### src/rtl/core_io_bridge_pkg.sv
// Shared types and defaults for the core I/O bridge.
// Contents: reset-sequencer FSM state type, channel-select width helper,
// and the default parameter values used by core_io_bridge.
package core_io_pkg;

    typedef enum logic [1:0] {
        S_RESET = 2'd0,
        S_HOLD  = 2'd1,
        S_RUN   = 2'd2
    } state_t;

    localparam int unsigned DEF_IN_W     = 3;
    localparam int unsigned DEF_OUT_W    = 8;
    localparam int unsigned DEF_N_CH     = 2;
    localparam int unsigned DEF_RST_HOLD = 4;
    localparam int unsigned DEF_SYNC_STG = 2;
    localparam int unsigned DEF_DEB_CYC  = 8;

    // Width of the channel-select bus; a single channel still gets one bit.
    function automatic int unsigned sel_width(input int unsigned n);
        return (n <= 1) ? 1 : $clog2(n);
    endfunction

endpackage

### src/rtl/core_io_bridge_io_sync.sv
// io_sync: multi-bit flop-chain synchroniser with asynchronous active-high
// reset. Output is the last stage; latency is STAGES clock edges.
module io_sync #(
    parameter int unsigned WIDTH  = 1,
    parameter int unsigned STAGES = 2
) (
    input  logic             clk,
    input  logic             rst,
    input  logic [WIDTH-1:0] d,
    output logic [WIDTH-1:0] q
);

    logic [WIDTH-1:0] chain [STAGES];

    // Shift the raw input through the synchroniser stages.
    always_ff @(posedge clk or posedge rst) begin
        if (rst) begin
            for (int unsigned i = 0; i < STAGES; i++) begin
                chain[i] <= '0;
            end
        end else begin
            chain[0] <= d;
            for (int unsigned i = 1; i < STAGES; i++) begin
                chain[i] <= chain[i-1];
            end
        end
    end

    assign q = chain[STAGES-1];

endmodule

### src/rtl/core_io_bridge.sv
// core_io_bridge: reset sequencer and I/O port between board pins and the core.
// Holds core_nrst low for RST_HOLD cycles after rst, synchronises ext_in,
// flags input changes, and registers core writes into N_CH output channels.
// Optional feature: define IO_DEBOUNCE_EN to add a DEB_CYC-cycle debounce
// stage after the synchroniser.
module core_io_bridge
    import core_io_pkg::*;
#(
    parameter int unsigned IN_W     = DEF_IN_W,
    parameter int unsigned OUT_W    = DEF_OUT_W,
    parameter int unsigned N_CH     = DEF_N_CH,
    parameter int unsigned RST_HOLD = DEF_RST_HOLD,
    parameter int unsigned SYNC_STG = DEF_SYNC_STG,
    parameter int unsigned DEB_CYC  = DEF_DEB_CYC
) (
    input  logic                        clk,
    input  logic                        rst,
    input  logic [IN_W-1:0]             ext_in,
    output logic                        core_nrst,
    output logic [IN_W-1:0]             core_in,
    output logic                        in_chg,
    input  logic [OUT_W-1:0]            core_out,
    input  logic                        core_we,
    input  logic [sel_width(N_CH)-1:0]  core_sel,
    output logic [N_CH*OUT_W-1:0]       out_bus,
    output logic [N_CH-1:0]             out_upd
);

    localparam int unsigned SEL_W  = sel_width(N_CH);
    localparam int unsigned HOLD_W = $clog2(RST_HOLD + 1);

    state_t            state;
    logic [HOLD_W-1:0] hold_cnt;
    logic [IN_W-1:0]   sync_q;
    logic [IN_W-1:0]   prev_in;

    io_sync #(
        .WIDTH  (IN_W),
        .STAGES (SYNC_STG)
    ) u_sync (
        .clk (clk),
        .rst (rst),
        .d   (ext_in),
        .q   (sync_q)
    );

    // Reset sequencer: release core_nrst RST_HOLD+1 edges after rst falls.
    always_ff @(posedge clk or posedge rst) begin
        if (rst) begin
            state     <= S_RESET;
            hold_cnt  <= '0;
            core_nrst <= 1'b0;
        end else begin
            case (state)
                S_RESET: begin
                    state    <= S_HOLD;
                    hold_cnt <= '0;
                end
                S_HOLD: begin
                    if (hold_cnt == HOLD_W'(RST_HOLD - 1)) begin
                        state     <= S_RUN;
                        hold_cnt  <= '0;
                        core_nrst <= 1'b1;
                    end else begin
                        hold_cnt <= hold_cnt + HOLD_W'(1);
                    end
                end
                S_RUN: begin
                    core_nrst <= 1'b1;
                end
                default: begin
                    state     <= S_RESET;
                    core_nrst <= 1'b0;
                end
            endcase
        end
    end

`ifdef IO_DEBOUNCE_EN
    localparam int unsigned DEB_W = $clog2(DEB_CYC + 1);

    logic [IN_W-1:0]  sync_last;
    logic [DEB_W-1:0] deb_cnt;
    logic [DEB_W-1:0] deb_next;

    // Length of the current run of identical synchronised values, saturating at DEB_CYC.
    always_comb begin
        deb_next = deb_cnt;
        if (sync_q != sync_last) begin
            deb_next = DEB_W'(1);
        end else if (deb_cnt != DEB_W'(DEB_CYC)) begin
            deb_next = deb_cnt + DEB_W'(1);
        end
    end

    // Pass the synchronised value on once it has held for DEB_CYC cycles.
    always_ff @(posedge clk or posedge rst) begin
        if (rst) begin
            sync_last <= '0;
            deb_cnt   <= '0;
            core_in   <= '0;
        end else begin
            sync_last <= sync_q;
            deb_cnt   <= deb_next;
            if (deb_next == DEB_W'(DEB_CYC)) begin
                core_in <= sync_q;
            end
        end
    end
`else
    assign core_in = sync_q;
`endif

    // Change detect: pulse one cycle after core_in takes a new value, run state only.
    always_ff @(posedge clk or posedge rst) begin
        if (rst) begin
            prev_in <= '0;
            in_chg  <= 1'b0;
        end else begin
            prev_in <= core_in;
            in_chg  <= (state == S_RUN) && (core_in != prev_in);
        end
    end

    // Output channels: accept in-range writes in run state and pulse that channel's update flag.
    always_ff @(posedge clk or posedge rst) begin
        if (rst) begin
            out_bus <= '0;
            out_upd <= '0;
        end else begin
            out_upd <= '0;
            if ((state == S_RUN) && core_we) begin
                for (int unsigned k = 0; k < N_CH; k++) begin
                    if (core_sel == SEL_W'(k)) begin
                        out_bus[k*OUT_W +: OUT_W] <= core_out;
                        out_upd[k]                <= 1'b1;
                    end
                end
            end
        end
    end

endmodule

### config.mk
export PLATFORM = sky130hd
export DESIGN_NAME = core_io_bridge
export DESIGN_NICKNAME = d
export VERILOG_FILES = /design/src/rtl/core_io_bridge_pkg.sv /design/src/rtl/core_io_bridge_io_sync.sv /design/src/rtl/core_io_bridge.sv
export SDC_FILE = /design/constraint.sdc
export NUM_CORES = 1
export LEC_CHECK = 0
export ABC_AREA = 1
export BUFFER_PORTS_ARGS = -buffer_cell sky130_fd_sc_hd__buf_2
export CORE_UTILIZATION = 51
export CTS_CLUSTER_DIAMETER = 200
export DETAILED_ROUTE_END_ITERATION = 16
export GPL_ROUTABILITY_DRIVEN = 1
export PLACE_DENSITY = 0.85
export SYNTH_ARGS = -nofsm -noshare
export SYNTH_HDL_FRONTEND = slang
export SYNTH_HIERARCHICAL = 1
export SYNTH_SLANG_ARGS = --single-unit
### constraint.sdc
create_clock -name clk -period 1.5 [get_ports clk]
set_input_delay 0.15 -clock clk [delete_from_list [all_inputs] [get_ports clk]]
set_output_delay 0.15 -clock clk [all_outputs]
set_load 0.02 [all_outputs]
After elaboration in Yosys (flattened, before gate mapping)
Index checks and enable logic that the tools add are counted.
- register bits after elaboration: 34
- bits in latches: 0
- RAM bits: 0
- ROM bits: 0
- input port bits: 15
- output and inout port bits: 23
- logic and storage cells: 36
- memories: 0
- $add $sub $neg: 1
- multiply operators: 0
- div/mod/pow operators: 0
- order comparisons: 0
- equality and inequality tests: 5
- shift-type cells: 0
- mux-type cells: 9
- bitwise gates (word level): 3
- reduce and logical (&&, ||, !) cells: 8
- operators by type and width (cell ; count):
    AND reduction 2 bit ; 4
    one-hot mux 2 bit (3 select lines) ; 1
    one-hot mux 3 bit (2 select lines) ; 1
    two-way mux 2 bit ; 2
    adder 3 x 1 -> 3 bit, second input constant ; 1
    equality test 3 x 2 -> 1 bit, second input constant ; 1
    two-way mux 1 bit ; 3
    two-way mux 3 bit ; 1
    inequality test 3 bit ; 1
    NOT 1 bit ; 3
    one-hot mux 1 bit (3 select lines) ; 1
    equality test 2 x 1 -> 1 bit, second input constant ; 1
    equality test 2 bit, second input constant ; 1
    logical AND 1 bit ; 2
    logical NOT 2 bit ; 1
    inequality test 2 bit, second input constant ; 1
    nonzero test 2 bit ; 1

Logic depth before layout (Yosys ltp)
- word-level depth: 3
- mapped depth: 7

By module
Netlist, hierarchy kept.
- by module, submodules not included (module ; instances ; cells each ; area an instance (sq um)):
    core_io_bridge ; 1 ; 121 ; 1236.2
    io_sync ; 1 ; 10 ; 176.4

Least setup slack after synthesis
No wires, ideal clock.
- path type: register -> register
- from: register state[0]
- to: register out_bus[13]
- setup time: 0.118 ns
- arrival: 1.169 ns
- data required time: 1.382 ns
- slack: 0.213 ns
- stages on the path, launching flop included: 7
- buffers on the path: 1
- clock period less this slack: 1.287 ns
- cell sequence: dfrtp_1 inv_1 ha_1 nand3_4 buf_6 nand2_2 o21ai_2
- cells in the longest elaborated chain, start to end: 3
- RTL lines (item ; RTL line ; source):
    start, declared ; core_io_bridge.sv:32 ; state_t state;
    start signal, assigned ; core_io_bridge.sv:50 ; state <= S_RESET;
    start signal, assigned ; core_io_bridge.sv:56 ; state <= S_HOLD;
    start signal, assigned ; core_io_bridge.sv:61 ; state <= S_RUN;
    equality test 2 bit ; core_io_bridge.sv:132 ; if ((state == S_RUN) && core_we) begin
    logical AND 1 bit ; core_io_bridge.sv:132 ;
    AND reduction 2 bit (no source line) ; -- ;
    end signal, assigned by index ; core_io_bridge.sv:135 ; out_bus[k*OUT_W +: OUT_W] <= core_out;
    end, declared ; core_io_bridge.sv:25 ; output logic [N_CH*OUT_W-1:0] out_bus,
No other way between the ends.
A chain may end at the register's enable or synchronous reset.

Worst setup path after layout
- from: register state[0]
- to: register out_bus[3]
The elaborated chain is that of the path after synthesis.

==> results.sh <==
export IMPL_diodes=0
export IMPL_wl_mm=2.67
export IMPL_max_freq_mhz=736
export IMPL_period_needed_ps=1360
export IMPL_syn_inst=131
export IMPL_cts_htree_levels=2
export IMPL_rows=18
export IMPL_area_delta_synth_final_pct=20.5
export IMPL_synthTopCellsByCount="nand2_1, dfrtp_1, inv_1"
export IMPL_wl_per_cell_um=13.0
export IMPL_vdd_drop_max_v=0.000927
export IMPL_pwr_density_cell_nw_per_um2=1050
export IMPL_critPathRequiredTime_ps=1720
export IMPL_die_h_um=54.6
export IMPL_cts_buffer_depth=2
export IMPL_synth_top_cell_by_area="dfrtp_1"
export IMPL_gr_usage_all_layers_pct=21.9
export IMPL_die_w_um=54.6
export IMPL_gp_congestion=0.812
export IMPL_syn_avg_cell_area_um2=10.8
export IMPL_first_iter_violations=20
export IMPL_initial_core_util_pct=55.5
export IMPL_viasPerCell=4.86
export IMPL_slew_headroom_pct=71.7
export IMPL_io_buffers=37
export IMPL_post_cts_repair_setup_buffers=0
export IMPL_cap_violations=0
export IMPL_antenna_found_initial=0
export IMPL_seq_area_frac_synth_pct=60.2
export IMPL_crit_path_max_fanout=17
export IMPL_clk_insertion_delay_late_ps=330
export IMPL_core_region_area_um2=2540
export IMPL_hold_class="in2reg"
export IMPL_drt_drc_violations_left=0
export IMPL_ant_nets=0
export IMPL_cp_end_kind="flop"
export IMPL_ioPinCount=38
export IMPL_clk_pin_slew_worst_paths_ps=90
export IMPL_cp_start_kind="flop"
export IMPL_timing_final_setup_violations=0
export IMPL_synthFlopType="dfrtp_1"
export IMPL_maxSlewViolCount=0
export IMPL_root_buffer="clkbuf_4"
export IMPL_yosys_register_bits=34
export IMPL_synth_warnings=6
export IMPL_timing_final_crit_share_pct=90.6
export IMPL_syn_nets=151
export IMPL_die_area_um2=2980
export IMPL_n_fill_cell=205
export IMPL_drive_gt1_share_pct=36.9
export IMPL_status="finished, final reports clean"
export IMPL_nNetsFinal=196
export IMPL_cp_arrival_ps=1580
export IMPL_cts_sinks=34
export IMPL_ys_types=15
export IMPL_syn_cell_area_um2=1410
export IMPL_vias=1002
export IMPL_synth_top_cells_by_area="dfrtp_1, o21ai_2, nand2_1"
export IMPL_worst_setup_path_type="reg2reg"
export IMPL_synth_top_area_share_pct=60.2
export IMPL_dr_pass1_iters=4
export IMPL_finalHoldViolCount=0
export IMPL_async_flop_share_pct=100
export IMPL_worst_pin_slew_ps=424
export IMPL_grt_max_degree=18
export IMPL_rsz0062_at_grt="false"
export IMPL_place_inst=195
export IMPL_power_leakage_nw=0.951
export IMPL_synth_edf_count=0
export IMPL_cts_tree="yes"
export IMPL_synth_most_common_cell="nand2_1"
export IMPL_fin_cells=206
export IMPL_tns_ps=0
export IMPL_first_global_vias=1010
export IMPL_numCtsBuffers=5
export IMPL_worst_clock_skew_ps=5.41
export IMPL_grt_overflow_total=0
export IMPL_final_core_util_pct=66.9
export IMPL_grt_pass1_wl_mm=4.31
export IMPL_hpwl_mm=2.00
[where the power goes]
part | total [mW] | internal [mW] | switching [mW]
clock network | 0.453 | 0.176 | 0.277
logic | 0.312 | 0.114 | 0.198
registers | 1.03 | 0.986 | 0.0396
total | 1.79 | 1.28 | 0.515
[metrics by stage]
step	hold slack, ps	worst slack (ps)	power (mW)	instance area, µm²
floorplan	-59.0	213	1.25	1410
global placement	61.3	127	1.34	1610
detailed placement	77.7	18.6	1.35	1610
CTS	88.5	0.738	1.81	1690
global route	97.1	45.0	1.87	1700
finish	89.9	141	1.79	1700
[layout make-up]
| class | instances | area, µm² | area share [%] |
|---|---|---|---|
| repair buffers | 43 | 240 | 14.1 |
| well taps | 30 | 37.5 | 2.20 |
| clock buffers | 7 | 45.0 | 2.65 |
| multi-input cells | 70 | 447 | 26.2 |
| inverters | 22 | 82.6 | 4.85 |
| flip-flops and latches | 34 | 851 | 50.0 |
[flip-flops by register name, indices dropped and copies added (netlist names)]
name / flops
out_bus: 16
hold_cnt: 3
prev_in: 3
u_sync/chain: 3
u_sync/q: 3
out_upd: 2
state: 2
core_nrst: 1
in_chg: 1
[cells in the final DEF (no fill, tap or decap), drive strengths merged]
| cell type | netlist | routed |
|---|---|---|
| nand3b | 1 | 1 |
| o21ai | 17 | 17 |
| nand2 | 37 | 37 |
| ha | 5 | 5 |
| buf | 5 | 39 |
| a21oi | 1 | 1 |
| nor2 | 3 | 3 |
| dfrtp | 34 | 34 |
| nand3 | 5 | 5 |
| xnor2 | 1 | 1 |
| inv | 22 | 22 |
| clkbuf | 0 | 7 |
| dlygate4sd3 | 0 | 4 |
[critical path, cell delays in order (launching register included)]
cell,delay [ps]
dfrtp_1,410
inv_1,150
ha_4,210
nand3b_4,240
nand2_1,160
o21ai_2,60
[metal layers]
metal  global-route usage, %  vias up  share of wire, %
met3                    8.61        3               5.3
met5                       0        -                 0
met4                    7.69        0               1.2
li1                        -      485                 -
met2                    37.6       32                53
met1                    24.4      482                40
[cell families (layout without fill, tap and decap cells)]
logic type | count (synthesis) | count (layout) | share of synthesized area [%]
xor gates and xnor gates | 1 | 1 | 0.620
adders and majority gates | 5 | 5 | 4.43
buffers and inverters | 27 | 72 | 9.03
AOI/OAI and AO/OA | 18 | 18 | 10.6
and+or+nand+nor | 46 | 46 | 15.1
DFF | 34 | 34 | 60.2
[repair_timing]
item | CTS | global route
gates resized for setup | 0 | 2
hold buffers | 4 | 0
endpoints found under the hold margin | 18 | 0
endpoints found under the setup margin | 0 | 16
[path summary, 6_finish.rpt]
path	from	to	slack (ps)	cells past startpoint
max	state[0]$_DFFE_PP0P_	out_bus[3]$_DFFE_PP0P_	140	5
min in group asynchronous	rst	u_sync/q[2]$_DFF_PP0_	290	3
max in group asynchronous	rst	out_upd[0]$_DFF_PP0_	630	4
min	core_out[2]	out_bus[2]$_DFFE_PP0P_	90	3
min reg2reg	u_sync/chain[4]$_DFF_PP0_	u_sync/q[1]$_DFF_PP0_	350	0
max reg2reg	state[0]$_DFFE_PP0P_	out_bus[3]$_DFFE_PP0P_	140	5
Power figures use the tool's default switching activity.
